==> src/rtl/id_pkg.sv <==
// Shared opcode constants and decoded-instruction bundle for the decode stage.
package id_pkg;

    localparam int ID_INSTR_W     = 16;
    localparam int ID_OPCODE_W    = 4;
    localparam int ID_P_W         = (ID_INSTR_W - ID_OPCODE_W) / 2;
    localparam int ID_NUM_OPCODES = 13;

    localparam logic [ID_OPCODE_W-1:0] OP_NOP = 4'd0;
    localparam logic [ID_OPCODE_W-1:0] OP_1   = 4'd1;
    localparam logic [ID_OPCODE_W-1:0] OP_2   = 4'd2;
    localparam logic [ID_OPCODE_W-1:0] OP_3   = 4'd3;
    localparam logic [ID_OPCODE_W-1:0] OP_4   = 4'd4;
    localparam logic [ID_OPCODE_W-1:0] OP_5   = 4'd5;
    localparam logic [ID_OPCODE_W-1:0] OP_6   = 4'd6;
    localparam logic [ID_OPCODE_W-1:0] OP_7   = 4'd7;
    localparam logic [ID_OPCODE_W-1:0] OP_8   = 4'd8;
    localparam logic [ID_OPCODE_W-1:0] OP_9   = 4'd9;
    localparam logic [ID_OPCODE_W-1:0] OP_10  = 4'd10;
    localparam logic [ID_OPCODE_W-1:0] OP_11  = 4'd11;
    localparam logic [ID_OPCODE_W-1:0] OP_12  = 4'd12;

    typedef struct packed {
        logic [ID_OPCODE_W-1:0] opcode;
        logic [ID_P_W-1:0]      param1;
        logic [ID_P_W-1:0]      param2;
        logic                   illegal;
    } id_decoded_t;

    typedef enum logic [1:0] {
        SB_EMPTY = 2'b00,
        SB_BUSY  = 2'b10,
        SB_FULL  = 2'b11
    } sb_state_t;

endpackage

==> src/rtl/id_skid_buf.sv <==
// Two-entry valid/ready skid buffer; in_ready comes straight from a flop.
module id_skid_buf
    import id_pkg::*;
#(
    parameter type T = id_decoded_t
) (
    input  logic clk,
    input  logic rst,
    input  logic flush,
    input  logic in_valid,
    output logic in_ready,
    input  T     in_data,
    output logic out_valid,
    input  logic out_ready,
    output T     out_data
);

    sb_state_t state_q, state_d;
    T          out_q, out_d;
    T          skid_q, skid_d;
    logic      in_xfer;
    logic      out_xfer;

    assign in_ready  = (state_q != SB_FULL);
    assign out_valid = state_q[1];
    assign out_data  = out_q;
    assign in_xfer   = in_valid && in_ready;
    assign out_xfer  = out_valid && out_ready;

    always_comb begin
        state_d = state_q;
        out_d   = out_q;
        skid_d  = skid_q;
        unique case (state_q)
            SB_EMPTY: begin
                if (in_xfer) begin
                    out_d   = in_data;
                    state_d = SB_BUSY;
                end
            end
            SB_BUSY: begin
                if (out_xfer && in_xfer) begin
                    out_d = in_data;
                end else if (out_xfer) begin
                    state_d = SB_EMPTY;
                end else if (in_xfer) begin
                    skid_d  = in_data;
                    state_d = SB_FULL;
                end
            end
            SB_FULL: begin
                if (out_xfer) begin
                    out_d   = skid_q;
                    state_d = SB_BUSY;
                end
            end
            default: state_d = SB_EMPTY;
        endcase
        // Flush drops everything in flight, including this cycle's offer
        if (flush) begin
            state_d = SB_EMPTY;
        end
    end

    always_ff @(posedge clk) begin
        if (rst) begin
            state_q <= SB_EMPTY;
            out_q   <= '0;
            skid_q  <= '0;
        end else begin
            state_q <= state_d;
            out_q   <= out_d;
            skid_q  <= skid_d;
        end
    end

endmodule

==> src/rtl/id_decode_pipe.sv <==
// Instruction decode stage: field split, legality check, skid-buffered output.
// Optional perf counters enabled by defining ID_PERF_CNT_EN.
module id_decode_pipe
    import id_pkg::*;
#(
    parameter int INSTR_W     = ID_INSTR_W,
    parameter int OPCODE_W    = ID_OPCODE_W,
    parameter int NUM_OPCODES = ID_NUM_OPCODES,
`ifdef ID_PERF_CNT_EN
    parameter int CNT_W       = 16,
`endif
    localparam int P_W        = (INSTR_W - OPCODE_W) / 2
) (
    input  logic                ID_clock,
    input  logic                ID_reset,
    input  logic                ID_flush,
    input  logic                ID_in_valid,
    output logic                ID_in_ready,
    input  logic [INSTR_W-1:0]  ID_instruction,
    output logic                ID_out_valid,
    input  logic                ID_out_ready,
    output logic [OPCODE_W-1:0] ID_opcode,
    output logic [P_W-1:0]      ID_param1,
    output logic [P_W-1:0]      ID_param2,
`ifdef ID_PERF_CNT_EN
    output logic [CNT_W-1:0]    ID_cnt_decoded,
    output logic [CNT_W-1:0]    ID_cnt_illegal,
`endif
    output logic                ID_illegal
);

    typedef struct packed {
        logic [OPCODE_W-1:0] opcode;
        logic [P_W-1:0]      param1;
        logic [P_W-1:0]      param2;
        logic                illegal;
    } dec_t;

    localparam logic [OPCODE_W:0] NUM_OP_L = NUM_OPCODES[OPCODE_W:0];

    dec_t                dec_in;
    dec_t                dec_out;
    logic [OPCODE_W-1:0] raw_op;

    assign raw_op = ID_instruction[INSTR_W-1 -: OPCODE_W];

    always_comb begin
        dec_in         = '0;
        dec_in.param1  = ID_instruction[INSTR_W-OPCODE_W-1 -: P_W];
        dec_in.param2  = ID_instruction[P_W-1:0];
        dec_in.illegal = ({1'b0, raw_op} >= NUM_OP_L);
        dec_in.opcode  = dec_in.illegal ? '0 : raw_op;
    end

    id_skid_buf #(
        .T(dec_t)
    ) u_skid (
        .clk      (ID_clock),
        .rst      (ID_reset),
        .flush    (ID_flush),
        .in_valid (ID_in_valid),
        .in_ready (ID_in_ready),
        .in_data  (dec_in),
        .out_valid(ID_out_valid),
        .out_ready(ID_out_ready),
        .out_data (dec_out)
    );

    assign ID_opcode  = dec_out.opcode;
    assign ID_param1  = dec_out.param1;
    assign ID_param2  = dec_out.param2;
    assign ID_illegal = dec_out.illegal;

`ifdef ID_PERF_CNT_EN
    logic [CNT_W-1:0] cnt_dec_q, cnt_dec_d;
    logic [CNT_W-1:0] cnt_ill_q, cnt_ill_d;
    logic             cnt_en;

    assign cnt_en = ID_out_valid && ID_out_ready && !ID_flush;

    always_comb begin
        cnt_dec_d = cnt_dec_q;
        cnt_ill_d = cnt_ill_q;
        // Saturate rather than wrap
        if (cnt_en && cnt_dec_q != '1) begin
            cnt_dec_d = cnt_dec_q + 1'b1;
        end
        if (cnt_en && dec_out.illegal && cnt_ill_q != '1) begin
            cnt_ill_d = cnt_ill_q + 1'b1;
        end
    end

    always_ff @(posedge ID_clock) begin
        if (ID_reset) begin
            cnt_dec_q <= '0;
            cnt_ill_q <= '0;
        end else begin
            cnt_dec_q <= cnt_dec_d;
            cnt_ill_q <= cnt_ill_d;
        end
    end

    assign ID_cnt_decoded = cnt_dec_q;
    assign ID_cnt_illegal = cnt_ill_q;
`endif

endmodule
==> config.mk <==
export PLATFORM = sky130hd
export DESIGN_NAME = id_decode_pipe
export DESIGN_NICKNAME = d
export VERILOG_FILES = /design/src/rtl/id_pkg.sv /design/src/rtl/id_skid_buf.sv /design/src/rtl/id_decode_pipe.sv
export SDC_FILE = /design/constraint.sdc
export NUM_CORES = 1
export LEC_CHECK = 0
export BUFFER_PORTS_ARGS = -buffer_cell sky130_fd_sc_hd__buf_2
export CELL_PAD_IN_SITES_DETAIL_PLACEMENT = 0
export CELL_PAD_IN_SITES_GLOBAL_PLACEMENT = 2
export CORE_UTILIZATION = 30
export DETAILED_ROUTE_END_ITERATION = 16
export PLACE_DENSITY = 0.8
export SYNTH_ARGS = -nofsm -noshare
export SYNTH_HDL_FRONTEND = slang
export SYNTH_HIERARCHICAL = 1
export SYNTH_SLANG_ARGS = --single-unit
==> constraint.sdc <==
create_clock -name ID_clock -period 2.1 [get_ports ID_clock]
set_input_delay 0.105 -clock ID_clock [delete_from_list [all_inputs] [get_ports ID_clock]]
set_output_delay 0.105 -clock ID_clock [all_outputs]
set_load 0.1 [all_outputs]
# Yosys cells after proc, flatten, opt, wreduce, memory -nomap -nowiden

Index checks and enable logic that the tools add are counted.

Input bits: 21
Bits in read-only memories: 0
Memories: 0
Bits in registers: 36
Word-level logic and storage cells: 40
Latch bits: 0
Bits in writable memories: 0

Magnitude comparators: 1
Multipliers: 0
Equality and inequality tests: 8
Div/mod/pow operators: 0
Bitwise operators: 2
Muxes and demuxes: 11
Add/sub/neg operators: 0
Shift operators: 0
Reduce and logical (&&, ||, !) cells: 9

Operator list:

| cell                                                      | number |
|---|---|
| 2-to-1 mux 17 bit                                         | 3 |
| case mux 17 bit (3 select lines)                          | 1 |
| AND reduction 4 bit                                       | 3 |
| 2-to-1 mux 2 bit                                          | 5 |
| != test 2 x 1 -> 1 bit (second input constant)            | 3 |
| case mux 2 bit (3 select lines)                           | 1 |
| == test 2 bit (second input constant)                     | 2 |
| greater-or-equal comparator 4 bit (second input constant) | 1 |
| 2-to-1 mux 4 bit                                          | 1 |
| != test 2 bit (second input constant)                     | 2 |
| logical AND 1 bit                                         | 3 |
| != test 3 x 1 -> 1 bit (second input constant)            | 1 |
| nonzero test 3 bit                                        | 1 |
| logical NOT 2 bit                                         | 1 |
| inverter 1 bit                                            | 2 |
| OR reduction 2 bit                                        | 1 |

# Longest topological paths before layout

Depth in word-level cells: 6
Gate-level depth with buffers: 9
Gate-level depth less buffers: 6

# Modules after synthesis

Netlist, hierarchy kept.

By module, submodules not included:

| module         | cells each | area an instance (µm²) | seq. area each (µm²) | instances |
|---|---|---|---|---|
| id_skid_buf    | 160        | 1661.6                 | 720.7                | 1 |
| id_decode_pipe | 7          | 53.8                   | 0.0                  | 1 |

# Least setup slack after synthesis

No wires, ideal clock.

Path type: flip-flop to flip-flop
Start point: reg u_skid.state_q[1]
End point: reg u_skid/skid_q[0] (netlist bit)
Buffers on the path: 3
Data arrival time: 2.568 ns
Path slack: -0.596 ns
Library setup time: 0.128 ns
Clock period less this slack: 2.696 ns
Stages on the path, launching flop included: 9
Cell sequence: dfxtp_1 > ha_1 > buf_4 > inv_2 > nand4_1 > buf_2 > buf_4 > mux2i_1 > nor2_1

Word-level cells in the longest chain between the ends: 5
Elaborated cells on any way between the ends: 8
Those cells by class: 2 x eq/ne; 2 x bitwise; 4 x reduce/logical

Ends and longest elaborated chain:

| element                                  | line                 | RTL |
|---|---|---|
| from (decl)                              | id_skid_buf.sv:18    | `sb_state_t state_q, state_d;` |
| from (signal assigned)                   | id_skid_buf.sv:71    | `state_q <= state_d;` |
| != test 2 bit (*)                        | id_skid_buf.sv:24    | `assign in_ready = (state_q != SB_FULL);` |
| via ID_in_ready                          | id_decode_pipe.sv:18 | `output logic ID_in_ready,` |
| logical AND 1 bit (*)                    | id_skid_buf.sv:27    | `assign in_xfer = in_valid && in_ready;` |
| logical AND 1 bit                        | id_skid_buf.sv:42    | `if (out_xfer && in_xfer) begin` |
| inverter 1 bit (no source line)          | n/a                  |  |
| AND reduction 4 bit (no source line) (*) | n/a                  |  |
| to (signal assigned)                     | id_skid_buf.sv:73    | `skid_q <= skid_d;` |
| to (decl)                                | id_skid_buf.sv:20    | `T skid_q, skid_d;` |

The timed path passes the listed nets; every way through them passes the cells marked *.
A chain may end at the register's enable or synchronous reset.

# Worst setup path in the final report

Start point: reg u_skid.state_q[0]
End point: reg u_skid.out_q (netlist bit u_skid/out_data[6])

Word-level cells in the longest chain between the ends: 5
Elaborated cells on any way between the ends: 12
Those cells by class: 6 x eq/ne; 1 x mux; 5 x reduce/logical

Ends and longest elaborated chain:

| element                                 | line              | RTL |
|---|---|---|
| != test 2 bit                           | id_skid_buf.sv:24 |  |
| logical AND 1 bit                       | id_skid_buf.sv:27 |  |
| logical AND 1 bit                       | id_skid_buf.sv:42 |  |
| != test 2 x 1 -> 1 bit (no source line) | n/a               |  |
| AND reduction 4 bit (no source line)    | n/a               |  |
| to (signal assigned)                    | id_skid_buf.sv:72 | `out_q <= out_d;` |
| to (decl)                               | id_skid_buf.sv:19 | `T out_q, out_d;` |

Several ways; a longest one is shown, not always the timed one.

==> results.yml <==
outcome:
  status: "finished clean"
cts:
  cts.repair.resized: 0
  numCtsBuffers: 5
  cts_tree: "built"
  htreeDepth: 2
  clk_latency_ns: 0.28
  postCtsHoldBufs: 0
  path_clk_slew_ns: 0.07
  cts_buffer_depth: 2
  cts_setup_buffers: 0
  clkSinkCount: 36
  cts_root_buffer: "clkbuf_8"
place:
  io_buffers: 39
  placed_cell_area_sq_um: 1990
  dp_hpwl_um: 2560
  post-place-cells: 271
  routabilityCongestion: 0.801
timing:
  slew_headroom_pct: 67.4
  hold_viol_final: 0
  drv_slew: 0
  fin_crit_ns: 1.74
  final-setup-viol-count: 0
  clock.fmax_mhz: 575
  tns_ns: 0
  finalCritPeriodShare_pct: 82.8
  fin_skew_ns: 0.00417
  worst_pin_slew_ns: 0.492
  rsz0062_at_grt: "no"
layout:
  fillerInstances: 574
  num_antenna_cells: 0
  drive_gt1_share_pct: 32.7
  mostFrequentLayoutCells: "buf_2, dfxtp_1, mux2i_1"
  area_delta_synth_final_pct: 20.1
  nNetsFinal: 231
  mostFrequentLayoutCell: "buf_2"
  final_area_sq_um: 2060
  instances_no_fill: 277
detailed_routing:
  drt_iter0_markers: 61
  antenna_left: 0
  vias: 1336
  dr.pass1.iters: 4
  wire_per_inst_um: 13.7
  wirelength_um: 3780
  vias_per_cell: 4.82
  drc_errors: 0
synth:
  synthesis.area_sq_um: 1720
  synth_seq_area_share_pct: 42.0
  synth_ff_type: "dfxtp_1"
  ys_ff_latch: 36
  synth_top_area_cell: "dfxtp_1"
  ys_top_cells_by_area: "dfxtp_1, mux2i_1, a211oi_2"
  syn-num-nets: 192
  ys_async_sr_fraction_pct: 0
  ys_types: 32
  synth.avg_cell_area_sq_um: 10.3
  post_synth_inst_count: 167
  synth-edff-count: 0
  synth_top_area_share_pct: 42.0
  synth_warnings: 6
pwr:
  p_per_area_nw_per_um2: 855
  peakVddDrop_mv: 0.494
  p_clk_share_pct: 25.2
  p_comb_share_pct: 31.8
  swShare_pct: 38.7
  p_leak_uw: 0.000912
  p_sw_uw: 682
  internal-power_uw: 1080
  seq_power_share_pct: 43.0
floorplanning:
  die_area_sq_um: 6020
  die_y_um: 77.6
  start_util_pct: 31.2
  ios: 40
  die_x_um: 77.6
  coreArea_sq_um: 5510
  std_cell_rows: 27
critical_path:
  cpPeakStageDelay_ns: 0.38
  reg2reg_slack_ns: 0.36
  startpoint_type: "register"
  r2r-start: "u_skid/state_q[0]"
  crit_slowest_cell: "dfxtp_1"
  cp_data_required_time_ns: 2.25
  end_kind: "register"
  crit_start: "u_skid/state_q[0]"
  timing.rr.end: "u_skid/out_data[6]"
  cp_data_arrival_time_ns: 1.89
  ff2ff_path_depth: 6
  endpoint: "u_skid/out_data[6]"
  critPathMaxFanout: 17
  crit_chain: "ha_1 -> and4b_1 -> a21o_1 -> buf_4 -> a21oi_1 -> a211oi_2"
  path_class: "register to register"
flow_run:
  maxCapViolations: 0
global_routing:
  antenna_found_initial: 0
  grt_max_degree: 35
  grt_overflow: 0
  first_global_vias: 1252
  grt_pass1_wl_um: 6200
  grt.total_usage_pct: 13.5
worst_hold_path:
  hold_path_class: "input port to register"
  hold_depth: 2
[power groups by stage]
| stage | combinational [uW] | clock (uW) | sequential, uW |
|---|---|---|---|
| floorplan | 184 | 0 | 1060 |
| global placement | 558 | 0 | 776 |
| detailed placement | 560 | 0 | 774 |
| CTS | 561 | 467 | 759 |
| global route | 587 | 505 | 764 |
| finish | 559 | 444 | 758 |
[through the flow]
| stage | worst slack, ns | hold WS [ns] | utilization, % | power, uW |
|---|---|---|---|---|
| 2_1_floorplan | 0.0634 | 0.210 | - | 1240 |
| 4_1_cts | 0.357 | 0.0373 | 37.4 | 1790 |
| 6_report | 0.361 | 0.0465 | 37.4 | 1760 |
| 5_1_grt | 0.199 | 0.0398 | 37.4 | 1860 |
| 3_3_place_gp | 0.375 | 0.345 | 36.1 | 1330 |
| 3_5_place_dp | 0.374 | 0.342 | 36.1 | 1330 |
[final cells by class]
class	count	area [sq um]	share of cell area, %
multi-input combinational	115	906	44.0
inverter	3	13.8	0.668
tap	72	90.1	4.37
timing repair buffer	45	253	12.3
clock buffer	6	72.6	3.52
sequential	36	724	35.2
[critical path, delay by kind of cell (launching register included)]
family / cells / cell delay (ns)
compound gates: 3 / 0.46
flops: 1 / 0.38
fa+ha+maj: 1 / 0.32
simple gates: 1 / 0.25
buf+inv: 1 / 0.20
[sequential cells by signal, summed over array words and instances, names as in the netlist]
name and cells:
u_skid/out_data 17, u_skid/skid_q 17, u_skid/state_q 2
[logic make-up (layout without fill, tap and decap cells)]
group                    Yosys count  in the layout  synth area share (%)
adder cells (fa/ha/maj)            4              4                  2.92
multiplexers                      34             34                  19.8
AND/OR/NAND/NOR                   32             32                  8.97
AO/OA/AOI/OAI                     45             45                  21.1
buffers and inverters             16             54                  5.18
flip-flops                        36             36                  42.0
[metal layers]
metal | up-vias | part of all wire, % | global-route usage, %
li1 | 678 | - | -
met1 | 615 | 50 | 18.3
met2 | 38 | 43 | 19.6
met3 | 5 | 5.9 | 4.35
met4 | 0 | 1.3 | 5.09
met5 | - | 0 | 0
[synth_stat cells, types with 2 or more instances]
cell,n
mux2i_1,34
buf_2,2
nand2_1,3
a21oi_1,17
buf_4,3
inv_1,2
nor2b_1,2
a21boi_2,2
clkbuf_1,5
dfxtp_1,36
buf_6,2
and2_1,2
nor2_1,19
a211oi_1,7
ha_1,4
a211oi_2,10
nand2b_1,2
[how the worst min path moves through the flow]
stage          slack [ns]  startpoint           endpoint
2_1_floorplan        0.21    ID_flush  u_skid/state_q[0]
4_1_cts              0.04    ID_flush  u_skid/state_q[0]
6_report             0.05    ID_flush  u_skid/state_q[0]
3_5_place_dp         0.34    ID_flush  u_skid/state_q[0]
3_3_place_gp         0.35    ID_flush  u_skid/state_q[0]
5_1_grt              0.04    ID_flush  u_skid/state_q[0]
Power figures use the tool's default switching activity.
